--- src/rtl/addr_ctrl_pkg.sv ---
// Shared types and sizing for the serial-address controller.
// Used by addr_ctrl; the increment path is selected with ADDR_AUTOINC_EN.
package addr_ctrl_pkg;

  localparam int DWIDTH_DEF = 21;

  // Counter must hold 2*dw-1, the saturation point for over-long frames.
  function automatic int cnt_width(input int dw);
    return $clog2(2 * dw);
  endfunction

  localparam int BCNT_W = cnt_width(DWIDTH_DEF);

  typedef enum logic [1:0] {
    IDLE  = 2'd0,
    SHIFT = 2'd1,
    LOAD  = 2'd2
  } state_t;

endpackage

--- src/rtl/addr_ctrl_edge_sync.sv ---
// Multi-flop synchronizer for an active-low async strobe with a one-cycle
// falling-edge pulse on the synchronized signal. Stages reset to 1 (idle).
module edge_sync #(
  parameter int STAGES = 2
) (
  input  logic clk,
  input  logic rst_n,
  input  logic din_n,
  output logic fall_pulse
);

  logic [STAGES-1:0] sync_p;
  logic              last_p;

  always_ff @(posedge clk) begin
    if (!rst_n) begin
      sync_p <= '1;
      last_p <= 1'b1;
    end else begin
      sync_p <= (sync_p << 1) | STAGES'(din_n);
      last_p <= sync_p[STAGES-1];
    end
  end

  assign fall_pulse = last_p & ~sync_p[STAGES-1];

endmodule

--- src/rtl/addr_ctrl.sv ---
// Loads a memory address from a serial frame once the bit count checks out;
// ADDR_AUTOINC_EN adds an MCU-driven increment strobe (inc_n) in IDLE.
module addr_ctrl
  import addr_ctrl_pkg::*;
#(
  parameter int DWIDTH      = DWIDTH_DEF,
  parameter int SYNC_STAGES = 2
) (
  input  logic              clk,
  input  logic              rst_n,
  input  logic [DWIDTH-1:0] sreg_data,
  input  logic              sreg_en,
  input  logic              inc_n,
  output logic [DWIDTH-1:0] addr,
  output logic              addr_valid,
  output logic              frame_err,
  output logic              busy
);

  localparam int            CW       = cnt_width(DWIDTH);
  localparam logic [CW-1:0] CNT_MAX  = CW'(2 * DWIDTH - 1);
  localparam logic [CW-1:0] CNT_GOOD = CW'(DWIDTH);

  state_t        state, state_nxt;
  logic [CW-1:0] bit_cnt, bit_cnt_nxt;
  logic          inc_pulse;
  logic          load_ok, load_bad, do_inc;

`ifdef ADDR_AUTOINC_EN
  edge_sync #(
    .STAGES(SYNC_STAGES)
  ) u_edge_sync (
    .clk       (clk),
    .rst_n     (rst_n),
    .din_n     (inc_n),
    .fall_pulse(inc_pulse)
  );
`else
  logic unused_inc;
  assign unused_inc = inc_n ^ (SYNC_STAGES > 0);
  assign inc_pulse  = 1'b0;
`endif

  always_ff @(posedge clk) begin
    if (!rst_n) begin
      state   <= IDLE;
      bit_cnt <= '0;
    end else begin
      state   <= state_nxt;
      bit_cnt <= bit_cnt_nxt;
    end
  end

  // Increments are only honoured in IDLE, so a load always wins and a
  // strobe arriving mid-frame is simply lost.
  always_comb begin
    state_nxt   = state;
    bit_cnt_nxt = bit_cnt;
    busy        = 1'b0;
    load_ok     = 1'b0;
    load_bad    = 1'b0;
    do_inc      = 1'b0;
    case (state)
      IDLE: begin
        do_inc = inc_pulse;
        if (!sreg_en) begin
          state_nxt   = SHIFT;
          bit_cnt_nxt = CW'(1);
        end
      end
      SHIFT: begin
        busy = 1'b1;
        if (sreg_en) begin
          state_nxt = LOAD;
        end else if (bit_cnt != CNT_MAX) begin
          bit_cnt_nxt = bit_cnt + CW'(1);
        end
      end
      LOAD: begin
        busy      = 1'b1;
        state_nxt = IDLE;
        load_ok   = (bit_cnt == CNT_GOOD);
        load_bad  = (bit_cnt != CNT_GOOD);
      end
      default: state_nxt = IDLE;
    endcase
  end

  always_ff @(posedge clk) begin
    if (!rst_n) begin
      addr       <= '0;
      addr_valid <= 1'b0;
      frame_err  <= 1'b0;
    end else if (load_ok) begin
      addr       <= sreg_data;
      addr_valid <= 1'b1;
      frame_err  <= 1'b0;
    end else if (load_bad) begin
      frame_err  <= 1'b1;
    end else if (do_inc) begin
      addr       <= addr + DWIDTH'(1);
    end
  end

endmodule
--- config.mk ---
export PLATFORM = sky130hd
export DESIGN_NAME = addr_ctrl
export DESIGN_NICKNAME = d
export VERILOG_FILES = /design/src/rtl/addr_ctrl_pkg.sv /design/src/rtl/addr_ctrl_edge_sync.sv /design/src/rtl/addr_ctrl.sv
export SDC_FILE = /design/constraint.sdc
export NUM_CORES = 1
export LEC_CHECK = 0
export CAP_MARGIN = 40
export CORE_ASPECT_RATIO = 1.2
export CORE_MARGIN = 1.5
export CORE_UTILIZATION = 47
export CTS_CLUSTER_SIZE = 24
export DETAILED_ROUTE_END_ITERATION = 8
export PLACE_DENSITY = 0.83
export RECOVER_POWER = 50
export SLEW_MARGIN = 20
export SYNTH_ARGS = -nofsm -noshare
export SYNTH_HDL_FRONTEND = slang
export SYNTH_SLANG_ARGS = --single-unit
--- constraint.sdc ---
create_clock -name clk -period 3.5 [get_ports clk]
set_input_delay 0.7 -clock clk [delete_from_list [all_inputs] [get_ports clk]]
set_output_delay 0.7 -clock clk [all_outputs]
set_load 0.005 [all_outputs]
==> results.json, run 1 <==
{
  "status": "complete, no violations",
  "relative_max_transition_margin": 0.493,
  "dieWidth_um": 52.6,
  "synth.distinct_cells": 31,
  "final_core_util": 0.681,
  "switching_share": 0.296,
  "synthesis.nets": 194,
  "drt_iter0_markers": 62,
  "seq_power_share": 0.484,
  "synth-xor-area-share": 0.00631,
  "grt_start_max_net_pins": 26,
  "setup_violation_total_in_the_final_timing_report": 0,
  "synthesis.area_um2": 1390,
  "ys_warn_count": 0,
  "grt_setup_unrepaired": "no",
  "core_area_um2": 2810,
  "synth_largest_type_area_fraction": 0.447,
  "post_cts_resize_count": 0,
  "pwr-share-comb": 0.247,
  "clkSlewWorstSetupHoldPaths_ns": 0.10,
  "power.static_leakage_nw": 0.699,
  "cts_buffers": 5,
  "synth_common_cells": "31 x dfxtp_1, 25 x nand3_1, 23 x o21ai_0, 22 x a21oi_1, 8 x clkbuf_1",
  "clockPowerShare": 0.269,
  "htreeDepth": 2,
  "numPortBuffers": 47,
  "tritoncts_clock_tree": "yes",
  "totalWireLength_mm": 3.35,
  "gr-total-overflow": 0,
  "syn-mean-instance-area_um2": 8.57,
  "pre_cts_slack_ns": 1.35,
  "layout_setup_ws_ns": 1.20,
  "timing.critical_path.arrival_ns": 1.60,
  "finalCriticalPeriod_ns": 2.30,
  "critPathCaptureType": "output port",
  "net-switching-power_mw": 0.234,
  "grtUsageTotal": 0.225,
  "diodes": 0,
  "synth-adder-area-share": 0.0631,
  "initial_utilization": 0.494,
  "synth_seq_cells": 31,
  "r2r.worst_path.cells": 3,
  "yosys.area_share.simple": 0.177,
  "detail_route.first_pass.iterations": 4,
  "synth_top_family_by_area": "compound AO/OA/AOI/OAI gates",
  "vias_in_the_first_global_route": 1314,
  "critical_path_peak_fanout": 4,
  "final.period_utilization": 0.657,
  "avgRoutedWirePerCell_um": 14.0,
  "p_int_mw": 0.557,
  "ff_latch_area_um2": 621,
  "routabilityCongestion": 0.788,
  "path_class": "reg -> out",
  "die_h_um": 62.6,
  "most_instantiated_library_cell_after_synthesis": "dfxtp_1",
  "hold_viol": 0,
  "cts_setup_buffers": 0,
  "fin_worst_skew_ns": 0.0130,
  "worstSkewPairLatency_ns": 0.34,
  "route.detailed.vias_per_inst": 5.66,
  "synth_top_cell_by_area": "dfxtp_1",
  "fmaxAchievable_ghz": 0.435,
  "multi_input_comb_area_um2": 699,
  "peakVddDrop_v": 0.000339,
  "area_growth_syn_to_layout_pct": 37.9,
  "worst-slew-pin-transition_ns": 0.756,
  "num_vias": 1352,
  "initial_antenna_violation_count": 0,
  "ratio_of_cells_with_drive_above_1_in_the_final_layout": 0.0439,
  "timing.critical_path.from_type": "register",
  "min_delay_path_depth": 2,
  "numClockSinks": 31,
  "floorplan.io_pins": 49,
  "worst-endpoint-required_ns": 2.80,
  "power-per-cell-area_nw_per_um2": 413,
  "layout_filler_cell_count": 244,
  "post_cts_hold_buffer_count": 0,
  "number_of_remaining_drc_errors": 0,
  "number_of_synthesized_flops_with_an_enable_pin": 0,
  "mux_share_of_post_synthesis_cell_area": 0.0288,
  "setup_total_neg_slack_ns": 0,
  "final_net_count": 237,
  "floorplan.die_area_um2": 3290,
  "synth_top_flop_cell": "dfxtp_1",
  "grt_first_pass_wirelength_mm": 5.69,
  "root_cell_of_the_clock_tree": "clkbuf_4",
  "cap_violations": 0,
  "half_perimeter_wire_length_after_detailed_placement_mm": 2.33,
  "async_flop_share": 0,
  "synthTopCellsByArea": "dfxtp_1 45%, nand3_1 9.0%, o21ai_0 8.3%, a21oi_1 7.9%, ha_1 6.3%",
  "synth_compound_gate_area_share": 0.229,
  "holdCritPathClass": "reg -> reg",
  "netlist_instances": 162,
  "row_count": 21,
  "final_antenna_net_count": 0,
  "final_max_slew_viol_count": 0,
  "cts-root-to-sink-buffers": 2,
  "synth_seq_area_share": 0.447
}
==> flip-flops by register name, summed over array words and instances, names as in the netlist <==
name	cells
addr_valid	1
state	2
addr	21
frame_err	1
bit_cnt	6
==> power by group through the flow <==
| stage | clock, mW | sequential [mW] | combinational (mW) |
|---|---|---|---|
| 2_1_floorplan | 0 | 0.388 | 0.122 |
| 3_3_place_gp | 0 | 0.389 | 0.188 |
| 3_5_place_dp | 0 | 0.392 | 0.197 |
| 4_1_cts | 0.220 | 0.383 | 0.199 |
| 5_1_grt | 0.230 | 0.385 | 0.221 |
| 6_report | 0.213 | 0.383 | 0.196 |
==> cells by family (layout without fill, tap and decap cells) <==
kind of cell | Yosys count | in the layout
buffers and inverters | 17 | 60
xor gates and xnor gates | 1 | 1
AOI/OAI and AO/OA | 57 | 57
and+or+nand+nor | 45 | 45
DFF | 31 | 31
adders and majority gates | 7 | 7
muxes | 4 | 4
==> final timing paths <==
kind,startpoint,to,slack (ns)
max,state[0]$_SDFFE_PN0P_,busy,1.20
min,addr[6]$_SDFFE_PN0P_,addr[6]$_SDFFE_PN0P_,0.48
max reg2reg,bit_cnt[3]$_SDFFE_PN0P_,addr[12]$_SDFFE_PN0P_,1.71
min reg2reg,addr[6]$_SDFFE_PN0P_,addr[6]$_SDFFE_PN0P_,0.48
==> layout by cell type (no fill, tap or decap) <==
cell type         n
dfxtp_1          31
or4b_1            1
o21ba_1           1
dlygate4sd3_1    15
nor2b_1           2
and2_1            1
o21bai_1          1
and4bb_2          1
clkdlybuf4s50_1  32
nand2b_1          2
nand2_1           4
clkbuf_8          1
or3_1             1
and3_1            1
clkinv_1          1
buf_4             1
clkinv_2          1
o21ai_0          26
nor2_1            5
o221ai_1          1
o21a_1            1
o211ai_1          2
nand3_1          25
o211a_1           1
mux2i_1           4
inv_1             4
a21oi_1          22
xor2_1            1
nand4b_1          1
a311o_1           1
clkbuf_4          5
ha_1              7
o32ai_1           1
nand4bb_1         1
==> stage by stage <==
stage          area (µm²)  cells  hold WS, ns  total power [mW]
6_report             1920    239        0.478             0.792
5_1_grt              1920    239        0.503             0.836
4_1_cts              1920    239        0.482             0.802
3_5_place_dp         1860    232        0.464             0.588
3_3_place_gp         1860    232        0.457             0.577
2_1_floorplan        1390    162        0.464             0.510
==> layout make-up <==
class,instances,share of cell area
timing repair buffer,48,0.250
tap,34,0.0222
multi-input combinational,114,0.365
inverter,5,0.00980
clock inverter,1,0.00261
sequential,31,0.324
clock buffer,6,0.0268
==> worst max-delay path, cell delays in order (launching register included) <==
cell	delay, ns
dfxtp_1	0.39
inv_1	0.10
ha_1	0.29
clkdlybuf4s50_1	0.49
==> routing by layer <==
metal | GRT usage | up-vias | share of wire
met1 | 0.261 | 625 | 0.40
met3 | 0.0670 | 4 | 0.073
met2 | 0.381 | 58 | 0.51
li1 | - | 665 | -
met5 | 0 | - | 0
met4 | 0.0769 | 0 | 0.011
Power figures use the tool's default switching activity.
==> inputs of run 2 (changes only) <==
Settings changed: CORE_UTILIZATION 47 to 44, PLACE_DENSITY 0.83 to 0.79.
Clock period 3.5 ns to 2.4 ns, I/O delays scaled along.
==> run 2 against run 1 <==
Sequential power grew 46%. Clock-buffer cell count unchanged. Setup slack worse by 0.88 ns. Global-route usage down 0.091 points. Largest cell class unchanged.
==> results.json, run 2 (synthesis gave the netlist of run 1 again) <==
{
  "status": "complete, no violations",
  "worst-endpoint-required_ns": 1.92,
  "number_of_remaining_drc_errors": 0,
  "rr_endpoint": "bit_cnt[2]$_SDFFE_PN0P_",
  "grtUsageTotal": 0.224,
  "worstReg2RegStart": "state[1]$_SDFFE_PN0P_",
  "cts_buffers": 5,
  "final_antenna_net_count": 0,
  "area_growth_syn_to_layout_pct": 38.5,
  "final_max_slew_viol_count": 0,
  "peakVddDrop_v": 0.000639,
  "avgRoutedWirePerCell_um": 14.4,
  "layout_filler_cell_count": 276,
  "power.static_leakage_nw": 0.724,
  "final.period_utilization": 0.867,
  "worst-slew-pin-transition_ns": 0.712,
  "numClockSinks": 31,
  "route.detailed.vias_per_inst": 5.62,
  "min_from": "addr[4]$_SDFFE_PN0P_",
  "grt_first_pass_wirelength_mm": 5.73,
  "drt_iter0_markers": 42,
  "routabilityCongestion": 0.773,
  "clockPowerShare": 0.265,
  "initial_antenna_violation_count": 0,
  "critical_path_peak_fanout": 4,
  "max_ffs_per_register": 21,
  "layout_common_cells": "31 x dfxtp_1, 27 x clkdlybuf4s50_1, 25 x nand3_1",
  "hold_path_end": "addr[4]$_SDFFE_PN0P_",
  "seq_power_share": 0.484,
  "htreeDepth": 2,
  "num_vias": 1359,
  "fin_worst_skew_ns": 0.00865,
  "core_area_um2": 3030,
  "gr-total-overflow": 0,
  "detail_route.first_pass.iterations": 4,
  "largest_registers": "addr x21, bit_cnt x6, state x2",
  "setup_violation_total_in_the_final_timing_report": 0,
  "finalNonFillerCells": 242,
  "min_delay_path_depth": 2,
  "numPortBuffers": 47,
  "floorplan.io_pins": 49,
  "r2r.worst_path.cells": 5,
  "die_h_um": 64.5,
  "path_class": "reg -> out",
  "row_count": 22,
  "critPathCaptureType": "output port",
  "pwr-share-comb": 0.251,
  "half_perimeter_wire_length_after_detailed_placement_mm": 2.50,
  "regMostFlops": "addr",
  "cts_setup_buffers": 0,
  "totalWireLength_mm": 3.48,
  "dieWidth_um": 54.3,
  "dp_cells": 235,
  "floorplan.die_area_um2": 3500,
  "initial_utilization": 0.459,
  "root_cell_of_the_clock_tree": "clkbuf_4",
  "switching_share": 0.295,
  "power-per-cell-area_nw_per_um2": 600,
  "worstSkewPairLatency_ns": 0.33,
  "setup_total_neg_slack_ns": 0,
  "vias_in_the_first_global_route": 1342,
  "holdCritPathClass": "reg -> reg",
  "grt_busiest_layer": "met2",
  "diodes": 0,
  "grt_start_max_net_pins": 26,
  "cts-root-to-sink-buffers": 2,
  "layout_setup_ws_ns": 0.320,
  "timing.critical_path.arrival_ns": 1.60,
  "relative_max_transition_margin": 0.525,
  "timing.critical_path.from_type": "register",
  "setup.reg_to_reg.worst_slack_ns": 0.72,
  "met1_usage": 0.221,
  "grt_setup_unrepaired": "no",
  "layout.cells.most_common": "dfxtp_1",
  "grt_use_met3": 0.0691,
  "pre_cts_slack_ns": 0.404,
  "post_cts_hold_buffer_count": 0,
  "post_cts_resize_count": 0,
  "finalCriticalPeriod_ns": 2.08,
  "fmaxAchievable_ghz": 0.481,
  "cap_violations": 0,
  "ratio_of_cells_with_drive_above_1_in_the_final_layout": 0.0485,
  "final_net_count": 238,
  "hold_viol": 0,
  "clkSlewWorstSetupHoldPaths_ns": 0.09,
  "use_met2": 0.399,
  "net-switching-power_mw": 0.340,
  "tritoncts_clock_tree": "yes",
  "p_int_mw": 0.813
}
-- run 2: critical path, stage by stage (launching register included) --
cell and delay (ns):
dfxtp_1 0.39, inv_1 0.10, ha_1 0.28, clkdlybuf4s50_1 0.49
-- run 2: cell type report --
class / instances / area, µm² / share of cell area
timing repair buffer: 49 / 483 / 0.251
multi-input combinational: 114 / 699 / 0.364
tap: 36 / 45.0 / 0.0234
inverter: 5 / 18.8 / 0.00976
sequential: 31 / 621 / 0.323
clock inverter: 1 / 5.00 / 0.00260
clock buffer: 6 / 51.3 / 0.0267
-- run 2: power by group through the flow --
stage | clock (mW) | combinational [mW] | sequential (mW)
detailed placement | 0 | 0.288 | 0.570
global route | 0.340 | 0.324 | 0.562
finish | 0.306 | 0.289 | 0.558
floorplan | 0 | 0.177 | 0.567
CTS | 0.313 | 0.293 | 0.559
global placement | 0 | 0.274 | 0.568
-- run 2: worst max-delay path by stage --
stage | start | endpoint | slack, ns | cells after the start
after CTS | state[0]$_SDFFE_PN0P_ | busy | 0.30 | 3
after global routing | state[0]$_SDFFE_PN0P_ | busy | 0.24 | 3
after floorplan | state[1]$_SDFFE_PN0P_ | bit_cnt[2]$_SDFFE_PN0P_ | 0.93 | 5
after global placement | sreg_en | bit_cnt[2]$_SDFFE_PN0P_ | 0.49 | 4
final | state[0]$_SDFFE_PN0P_ | busy | 0.32 | 3
after detailed placement | sreg_en | bit_cnt[2]$_SDFFE_PN0P_ | 0.40 | 4
-- run 2: stage by stage --
step,instance area (µm²),hold WS (ns),power [mW],utilization
2_1_floorplan,1390,0.464,0.744,-
3_3_place_gp,1870,0.453,0.842,0.617
3_5_place_dp,1870,0.467,0.858,0.617
4_1_cts,1930,0.480,1.17,0.636
5_1_grt,1920,0.502,1.23,0.635
6_report,1920,0.481,1.15,0.635
-- run 2: routing by layer --
| layer | part of all wire | routed length, µm | vias to the layer above |
|---|---|---|---|
| li1 | - | - | 670 |
| met1 | 0.39 | 1360 | 633 |
| met2 | 0.54 | 1870 | 50 |
| met3 | 0.057 | 197 | 6 |
| met4 | 0.015 | 52 | 0 |
| met5 | 0 | 0 | - |
